## src/rtl/multicycle_control_if.sv

```systemverilog
// Control bundle between the multicycle sequencer and the shared-memory MIPS datapath.
// Memory handshake: a strobe (MemRead/MemWrite) is held while MemReady is low; the access completes on the cycle with MemReady high.
interface multicycle_control_if #(
    parameter int COUNT_WIDTH = 32,
    parameter int STATE_WIDTH = 4
);
    logic [5:0]             OP;
    logic [5:0]             Funct;
    logic                   Zero;
    logic                   MemReady;
    logic                   PCWrite;
    logic                   IorD;
    logic                   MemRead;
    logic                   MemWrite;
    logic                   IRWrite;
    logic [1:0]             RegDst;
    logic [1:0]             MemtoReg;
    logic                   RegWrite;
    logic                   ALUSrcA;
    logic [1:0]             ALUSrcB;
    logic [2:0]             ALUOp;
    logic [1:0]             PCSource;
    logic                   InstrDone;
    logic [STATE_WIDTH-1:0] State;
    logic [COUNT_WIDTH-1:0] RetiredCount;

    modport master (
        output OP, Funct, Zero, MemReady,
        input  PCWrite, IorD, MemRead, MemWrite, IRWrite, RegDst, MemtoReg, RegWrite,
               ALUSrcA, ALUSrcB, ALUOp, PCSource, InstrDone, State, RetiredCount
    );

    modport slave (
        input  OP, Funct, Zero, MemReady,
        output PCWrite, IorD, MemRead, MemWrite, IRWrite, RegDst, MemtoReg, RegWrite,
               ALUSrcA, ALUSrcB, ALUOp, PCSource, InstrDone, State, RetiredCount
    );
endinterface

```

## src/rtl/multicycle_control.sv

```systemverilog
// Multicycle MIPS sequencer: steps each instruction through fetch/decode/execute/memory/write-back
// and counts retired instructions.
module multicycle_control #(
    parameter int COUNT_WIDTH = 32,
    parameter int STATE_WIDTH = 4
) (
    input logic                 clk,
    input logic                 reset,
    multicycle_control_if.slave bus
);
    localparam logic [5:0] OP_RTYPE = 6'h00, OP_J    = 6'h02, OP_JAL  = 6'h03, OP_BEQ = 6'h04;
    localparam logic [5:0] OP_BNE   = 6'h05, OP_ADDI = 6'h08, OP_ANDI = 6'h0C, OP_ORI = 6'h0D;
    localparam logic [5:0] OP_LUI   = 6'h0F, OP_LW   = 6'h23, OP_SW   = 6'h2B, FN_JR  = 6'h08;

    typedef enum logic [3:0] {
        S_FETCH  = 4'd0,  S_DECODE = 4'd1,  S_MEMADR = 4'd2, S_MEMRD = 4'd3,
        S_MEMWB  = 4'd4,  S_MEMWR  = 4'd5,  S_RTEXE  = 4'd6, S_ALUWB = 4'd7,
        S_BRANCH = 4'd8,  S_JUMP   = 4'd9,  S_IEXE   = 4'd10, S_IWB  = 4'd11,
        S_JR     = 4'd12
    } state_t;

    state_t                 state;
    state_t                 next_state;
    logic [COUNT_WIDTH-1:0] retired_count;

    always_ff @(posedge clk) begin
        if (reset) begin
            state         <= S_FETCH;
            retired_count <= '0;
        end else begin
            state <= next_state;
            if (bus.InstrDone) retired_count <= retired_count + 1'b1;
        end
    end

    // Reset forces every strobe and select low, so no write escapes during the reset cycle.
    always_comb begin
        next_state    = S_FETCH;
        bus.PCWrite   = 1'b0;
        bus.IorD      = 1'b0;
        bus.MemRead   = 1'b0;
        bus.MemWrite  = 1'b0;
        bus.IRWrite   = 1'b0;
        bus.RegDst    = 2'b00;
        bus.MemtoReg  = 2'b00;
        bus.RegWrite  = 1'b0;
        bus.ALUSrcA   = 1'b0;
        bus.ALUSrcB   = 2'b00;
        bus.ALUOp     = 3'b000;
        bus.PCSource  = 2'b00;
        bus.InstrDone = 1'b0;
        if (!reset) begin
            case (state)
                S_FETCH: begin
                    bus.MemRead = 1'b1;
                    bus.ALUSrcB = 2'b01;
                    if (bus.MemReady) begin
                        bus.IRWrite = 1'b1;
                        bus.PCWrite = 1'b1;
                        next_state  = S_DECODE;
                    end else begin
                        next_state  = S_FETCH;
                    end
                end
                S_DECODE: begin
                    bus.ALUSrcB = 2'b11;
                    case (bus.OP)
                        OP_LW, OP_SW:                     next_state = S_MEMADR;
                        OP_RTYPE:                         next_state = (bus.Funct == FN_JR) ? S_JR : S_RTEXE;
                        OP_ADDI, OP_ANDI, OP_ORI, OP_LUI: next_state = S_IEXE;
                        OP_BEQ, OP_BNE:                   next_state = S_BRANCH;
                        OP_J, OP_JAL:                     next_state = S_JUMP;
                        default:                          bus.InstrDone = 1'b1;
                    endcase
                end
                S_MEMADR: begin
                    bus.ALUSrcA = 1'b1;
                    bus.ALUSrcB = 2'b10;
                    next_state  = (bus.OP == OP_LW) ? S_MEMRD : S_MEMWR;
                end
                S_MEMRD: begin
                    bus.MemRead = 1'b1;
                    bus.IorD    = 1'b1;
                    next_state  = bus.MemReady ? S_MEMWB : S_MEMRD;
                end
                S_MEMWB: begin
                    bus.RegWrite  = 1'b1;
                    bus.MemtoReg  = 2'b01;
                    bus.InstrDone = 1'b1;
                end
                S_MEMWR: begin
                    bus.MemWrite  = 1'b1;
                    bus.IorD      = 1'b1;
                    bus.InstrDone = bus.MemReady;
                    next_state    = bus.MemReady ? S_FETCH : S_MEMWR;
                end
                S_RTEXE: begin
                    bus.ALUSrcA = 1'b1;
                    bus.ALUOp   = 3'b111;
                    next_state  = S_ALUWB;
                end
                S_ALUWB: begin
                    bus.RegWrite  = 1'b1;
                    bus.RegDst    = 2'b01;
                    bus.InstrDone = 1'b1;
                end
                S_IEXE: begin
                    bus.ALUSrcA = 1'b1;
                    bus.ALUSrcB = 2'b10;
                    case (bus.OP)
                        OP_ANDI: bus.ALUOp = 3'b011;
                        OP_ORI:  bus.ALUOp = 3'b010;
                        OP_LUI:  bus.ALUOp = 3'b100;
                        default: bus.ALUOp = 3'b000;
                    endcase
                    next_state = S_IWB;
                end
                S_IWB: begin
                    bus.RegWrite  = 1'b1;
                    bus.InstrDone = 1'b1;
                end
                S_BRANCH: begin
                    bus.ALUSrcA   = 1'b1;
                    bus.ALUOp     = 3'b001;
                    bus.PCSource  = 2'b01;
                    bus.PCWrite   = ((bus.OP == OP_BEQ) && bus.Zero) || ((bus.OP == OP_BNE) && !bus.Zero);
                    bus.InstrDone = 1'b1;
                end
                S_JUMP: begin
                    bus.PCWrite   = 1'b1;
                    bus.PCSource  = 2'b10;
                    bus.InstrDone = 1'b1;
                    // PC already holds PC+4 here, which is the JAL link value.
                    if (bus.OP == OP_JAL) begin
                        bus.RegWrite = 1'b1;
                        bus.RegDst   = 2'b10;
                        bus.MemtoReg = 2'b10;
                    end
                end
                S_JR: begin
                    bus.PCWrite   = 1'b1;
                    bus.PCSource  = 2'b11;
                    bus.InstrDone = 1'b1;
                end
                default: next_state = S_FETCH;
            endcase
        end
    end

    assign bus.State        = STATE_WIDTH'(state);
    assign bus.RetiredCount = retired_count;
endmodule
```

## src/flat_wrapper.sv

```systemverilog
// flat-port wrapper written by rule: the top's interface ports become plain ports
module multicycle_control_flat 
#(
    parameter int COUNT_WIDTH = 32,
    parameter int STATE_WIDTH = 4
)
  (clk, reset, bus_OP, bus_Funct, bus_Zero, bus_MemReady, bus_PCWrite, bus_IorD, bus_MemRead, bus_MemWrite, bus_IRWrite, bus_RegDst, bus_MemtoReg, bus_RegWrite, bus_ALUSrcA, bus_ALUSrcB, bus_ALUOp, bus_PCSource, bus_InstrDone, bus_State, bus_RetiredCount);
  multicycle_control_if #(.COUNT_WIDTH(COUNT_WIDTH), .STATE_WIDTH(STATE_WIDTH)) bus_i ();
  input logic clk;
  input logic reset;
  input wire logic [$bits(bus_i.OP)-1:0] bus_OP;
  input wire logic [$bits(bus_i.Funct)-1:0] bus_Funct;
  input wire logic [$bits(bus_i.Zero)-1:0] bus_Zero;
  input wire logic [$bits(bus_i.MemReady)-1:0] bus_MemReady;
  output wire logic [$bits(bus_i.PCWrite)-1:0] bus_PCWrite;
  output wire logic [$bits(bus_i.IorD)-1:0] bus_IorD;
  output wire logic [$bits(bus_i.MemRead)-1:0] bus_MemRead;
  output wire logic [$bits(bus_i.MemWrite)-1:0] bus_MemWrite;
  output wire logic [$bits(bus_i.IRWrite)-1:0] bus_IRWrite;
  output wire logic [$bits(bus_i.RegDst)-1:0] bus_RegDst;
  output wire logic [$bits(bus_i.MemtoReg)-1:0] bus_MemtoReg;
  output wire logic [$bits(bus_i.RegWrite)-1:0] bus_RegWrite;
  output wire logic [$bits(bus_i.ALUSrcA)-1:0] bus_ALUSrcA;
  output wire logic [$bits(bus_i.ALUSrcB)-1:0] bus_ALUSrcB;
  output wire logic [$bits(bus_i.ALUOp)-1:0] bus_ALUOp;
  output wire logic [$bits(bus_i.PCSource)-1:0] bus_PCSource;
  output wire logic [$bits(bus_i.InstrDone)-1:0] bus_InstrDone;
  output wire logic [$bits(bus_i.State)-1:0] bus_State;
  output wire logic [$bits(bus_i.RetiredCount)-1:0] bus_RetiredCount;
  assign bus_i.OP = bus_OP;
  assign bus_i.Funct = bus_Funct;
  assign bus_i.Zero = bus_Zero;
  assign bus_i.MemReady = bus_MemReady;
  assign bus_PCWrite = bus_i.PCWrite;
  assign bus_IorD = bus_i.IorD;
  assign bus_MemRead = bus_i.MemRead;
  assign bus_MemWrite = bus_i.MemWrite;
  assign bus_IRWrite = bus_i.IRWrite;
  assign bus_RegDst = bus_i.RegDst;
  assign bus_MemtoReg = bus_i.MemtoReg;
  assign bus_RegWrite = bus_i.RegWrite;
  assign bus_ALUSrcA = bus_i.ALUSrcA;
  assign bus_ALUSrcB = bus_i.ALUSrcB;
  assign bus_ALUOp = bus_i.ALUOp;
  assign bus_PCSource = bus_i.PCSource;
  assign bus_InstrDone = bus_i.InstrDone;
  assign bus_State = bus_i.State;
  assign bus_RetiredCount = bus_i.RetiredCount;
  multicycle_control #(.COUNT_WIDTH(COUNT_WIDTH), .STATE_WIDTH(STATE_WIDTH)) u_core (.clk(clk), .reset(reset), .bus(bus_i));
endmodule
```

## config.mk

```make
export PLATFORM = sky130hd
export DESIGN_NAME = multicycle_control_flat
export DESIGN_NICKNAME = d
export VERILOG_FILES = /design/src/rtl/multicycle_control_if.sv /design/src/rtl/multicycle_control.sv /design/src/flat_wrapper.sv
export SDC_FILE = /design/constraint.sdc
export NUM_CORES = 1
export LEC_CHECK = 0
export CAP_MARGIN = 40
export CORE_ASPECT_RATIO = 2
export CORE_MARGIN = 2
export CORE_UTILIZATION = 40
export DETAILED_ROUTE_END_ITERATION = 6
export GPL_TIMING_DRIVEN = 0
export PLACE_DENSITY = 0.78
export SYNTH_ARGS = -nofsm -noshare
export SYNTH_HDL_FRONTEND = slang
export SYNTH_SLANG_ARGS = --single-unit
```

## constraint.sdc

```tcl
create_clock -name clk -period 6.5 [get_ports clk]
set_input_delay 1.625 -clock clk [delete_from_list [all_inputs] [get_ports clk]]
set_output_delay 1.625 -clock clk [all_outputs]
set_load 0.02 [all_outputs]
```

==> flow_metrics.py <==
metrics = {
    "floorplanning": {
        "die_w_um": 58.3,
        "io_pins": 71,
        "core_mm2": 0.00571,
        "std_cell_rows": 39,
        "dieArea_mm2": 0.00656,
        "die_h_um": 113,
        "start_util": 0.413,
    },
    "timing": {
        "rsz0062_at_grt": "false",
        "max-slew-margin-rel": 0.483,
        "finClkSkew_ns": 0.00424,
        "layout_min_cycle_time_ns": 6.22,
        "finalSetupViolCount": 0,
        "slew_violations": 0,
        "hold_ws_ns": 0.480,
        "max_freq_mhz": 161,
        "hold_violations": 0,
        "setup-tns-final_ns": 0,
        "fin_crit_sh": 0.957,
        "worst_pin_slew_ns": 0.772,
    },
    "synth": {
        "synth_mux_area_frac": 0.00850,
        "synth_edf_count": 0,
        "synth_top_area_frac": 0.306,
        "syn_nets": 325,
        "yosysSeqAreaShare": 0.306,
        "yosysUniqueCellTypes": 55,
        "synthXorXnorAreaFrac": 0.0149,
        "synth_top_family_by_area": "simple AND/OR/NAND/NOR gates",
        "yosys-top-cells-area": "dfxtp_1, a21oi_1, o31ai_1",
        "synth_warnings": 0,
        "synth-simple-area-share": 0.355,
        "synth_compound_area_frac": 0.258,
        "synth_area_mm2": 0.00236,
        "synth_seq_cells": 36,
        "synth_area_leader_cell": "dfxtp_1",
        "postSynthAreaPerCell_um2": 7.65,
        "synth_fa_ha_area_frac": 0.00531,
        "synth_cells": 308,
        "async_flop_share": 0,
        "synthFlopType": "dfxtp_1",
    },
    "critical_path": {
        "cp_max_fo": 10,
        "r2r_end": "u_core.bus.RetiredCount[1]$_SDFFE_PP0P_",
        "r2r_cells": 7,
        "end_kind": "output port",
        "regToRegStartpoint": "u_core.bus.State[3]$_SDFF_PP0_",
        "endpoint": "bus_InstrDone",
        "required_ns": 4.88,
        "rrSetupSlack_ns": 3.81,
        "cp-start-kind": "input port",
        "crit_type": "input port to output port",
        "critPathArrivalTime_ns": 4.59,
        "crit_start": "bus_OP[1]",
    },
    "layout": {
        "drive_above_1_share": 0.0547,
        "final_common_cell": "clkdlybuf4s50_1",
        "final_cell_mix": "clkdlybuf4s50_1, a21oi_1, dfxtp_1",
        "diodes": 0,
        "utilization": 0.572,
        "area_growth_pct": 38.5,
        "final_nets": 400,
    },
    "clock_tree": {
        "clockBufferDepth": 2,
        "cts-root-buf": "clkbuf_16",
        "postCtsHoldBufs": 0,
        "cts_tree": "yes",
        "cts_resized": 0,
        "cts_made_buffers": 5,
        "clk_pin_slew_ns": 0.06,
        "htree_levels": 2,
        "clock_latency_ns": 0.28,
        "post-cts-setup-buffers": 0,
        "cts_sinks": 36,
    },
    "global_route": {
        "grt_pass1_wl_um": 12300,
        "grt_max_degree": 12,
        "antenna_found_initial": 0,
        "grt-ovfl-total": 0,
        "grt_pass1_vias": 2709,
        "grt_usage": 0.233,
    },
    "drt": {
        "wl_um": 7410,
        "ant_nets": 0,
        "viasPerCell": 6.17,
        "firstDrtPassIters": 4,
        "wire_per_inst_um": 16.6,
        "drtIter0Drc": 164,
        "vias": 2747,
        "remaining_drc_errors": 0,
    },
    "placed_design": {
        "finalWeightedCongestion": 0.945,
        "portBuffers": 68,
        "dp_hpwl_um": 5760,
    },
    "status": {
        "outcome": "complete, no violations",
    },
    "worst_hold_path": {
        "hold_path_class": "flop to flop",
    },
    "pwr": {
        "power_density_mw_per_mm2": 169,
        "p_leak_uw": 0.000979,
        "peakVddDrop_v": 0.000185,
    },
    "job": {
        "cap_violations": 0,
    },
}
==> cells by family (layout without fill, tap and decap cells) <==
kind of cell | Yosys count | after routing
simple gates | 138 | 138
compound gates | 97 | 97
flops | 36 | 36
buf+inv | 30 | 106
xor+xnor | 4 | 4
mux | 2 | 2
fa+ha+maj | 1 | 1
==> stage by stage <==
step	cell area (um2)	total power, uW	cells	setup WS [ns]
final	3260	552	445	0.282
after global routing	3260	570	445	0.0330
after CTS	3260	554	445	0.287
after detailed placement	3110	313	437	0.285
after global placement	3110	313	437	0.299
after floorplan	2360	277	308	1.78
==> critical path: stages <==
cell and delay [ns]:
clkdlybuf4s50_1 0.47, clkbuf_1 0.34, nand4b_1 0.18, a31oi_1 0.63, clkbuf_1 0.41, buf_2 0.32
nor2_1 0.06, clkdlybuf4s50_1 0.55
==> routing by layer <==
layer	vias to the layer above	global-route usage	routed length [um]
met5	-	0	0
met4	0	0.119	234
met3	20	0.0334	260
met2	100	0.431	4260
met1	1284	0.239	2650
li1	1343	-	-
==> final cells by class <==
class                           count  area (um2)
Sequential cell                    36         721
Multi-Input combinational cell    242        1510
Tap cell                           61        76.3
Clock buffer                        7         143
Inverter                            7        26.3
Buffer                             23        97.6
Timing Repair Buffer               68         681
Fill cell                         540        2450
Clock inverter                      1        7.51
==> sequential cells by signal, indices dropped and copies added (netlist names) <==
name	cells
u_core.bus.RetiredCount	32
u_core.bus.State	4
==> how the worst min path moves through the flow <==
| stage | start | endpoint | slack, ns | cells after the start |
|---|---|---|---|---|
| after floorplan | u_core.bus.RetiredCount[31]$_SDFFE_PP0P_ | u_core.bus.RetiredCount[31]$_SDFFE_PP0P_ | 0.54 | 2 |
| after global placement | u_core.bus.RetiredCount[31]$_SDFFE_PP0P_ | u_core.bus.RetiredCount[31]$_SDFFE_PP0P_ | 0.47 | 2 |
| after detailed placement | u_core.bus.RetiredCount[31]$_SDFFE_PP0P_ | u_core.bus.RetiredCount[31]$_SDFFE_PP0P_ | 0.48 | 2 |
| after CTS | u_core.bus.RetiredCount[31]$_SDFFE_PP0P_ | u_core.bus.RetiredCount[31]$_SDFFE_PP0P_ | 0.48 | 2 |
| after global routing | u_core.bus.RetiredCount[31]$_SDFFE_PP0P_ | u_core.bus.RetiredCount[31]$_SDFFE_PP0P_ | 0.49 | 2 |
| final | u_core.bus.RetiredCount[31]$_SDFFE_PP0P_ | u_core.bus.RetiredCount[31]$_SDFFE_PP0P_ | 0.48 | 2 |
==> power breakdown <==
part	leakage, uW	internal, uW	switching (uW)	total, uW
sequential	0.000290	223	3.68	227
clock	0.0000701	153	90.1	243
combinational	0.000619	31.0	51.5	82.5
total	0.000979	407	145	552
==> synthesized netlist by cell type (all sizes together) (5+ instances only) <==
cell type	number
a21oi	38
dfxtp	36
nor2	21
nand2	20
o31ai	17
or4	17
o21ai	16
nand3	14
clkbuf	13
nor3	11
buf	10
or3	10
nand4	8
inv	7
nor2b	6
nand2b	5
Note: power is estimated with default switching activity, not from simulation.
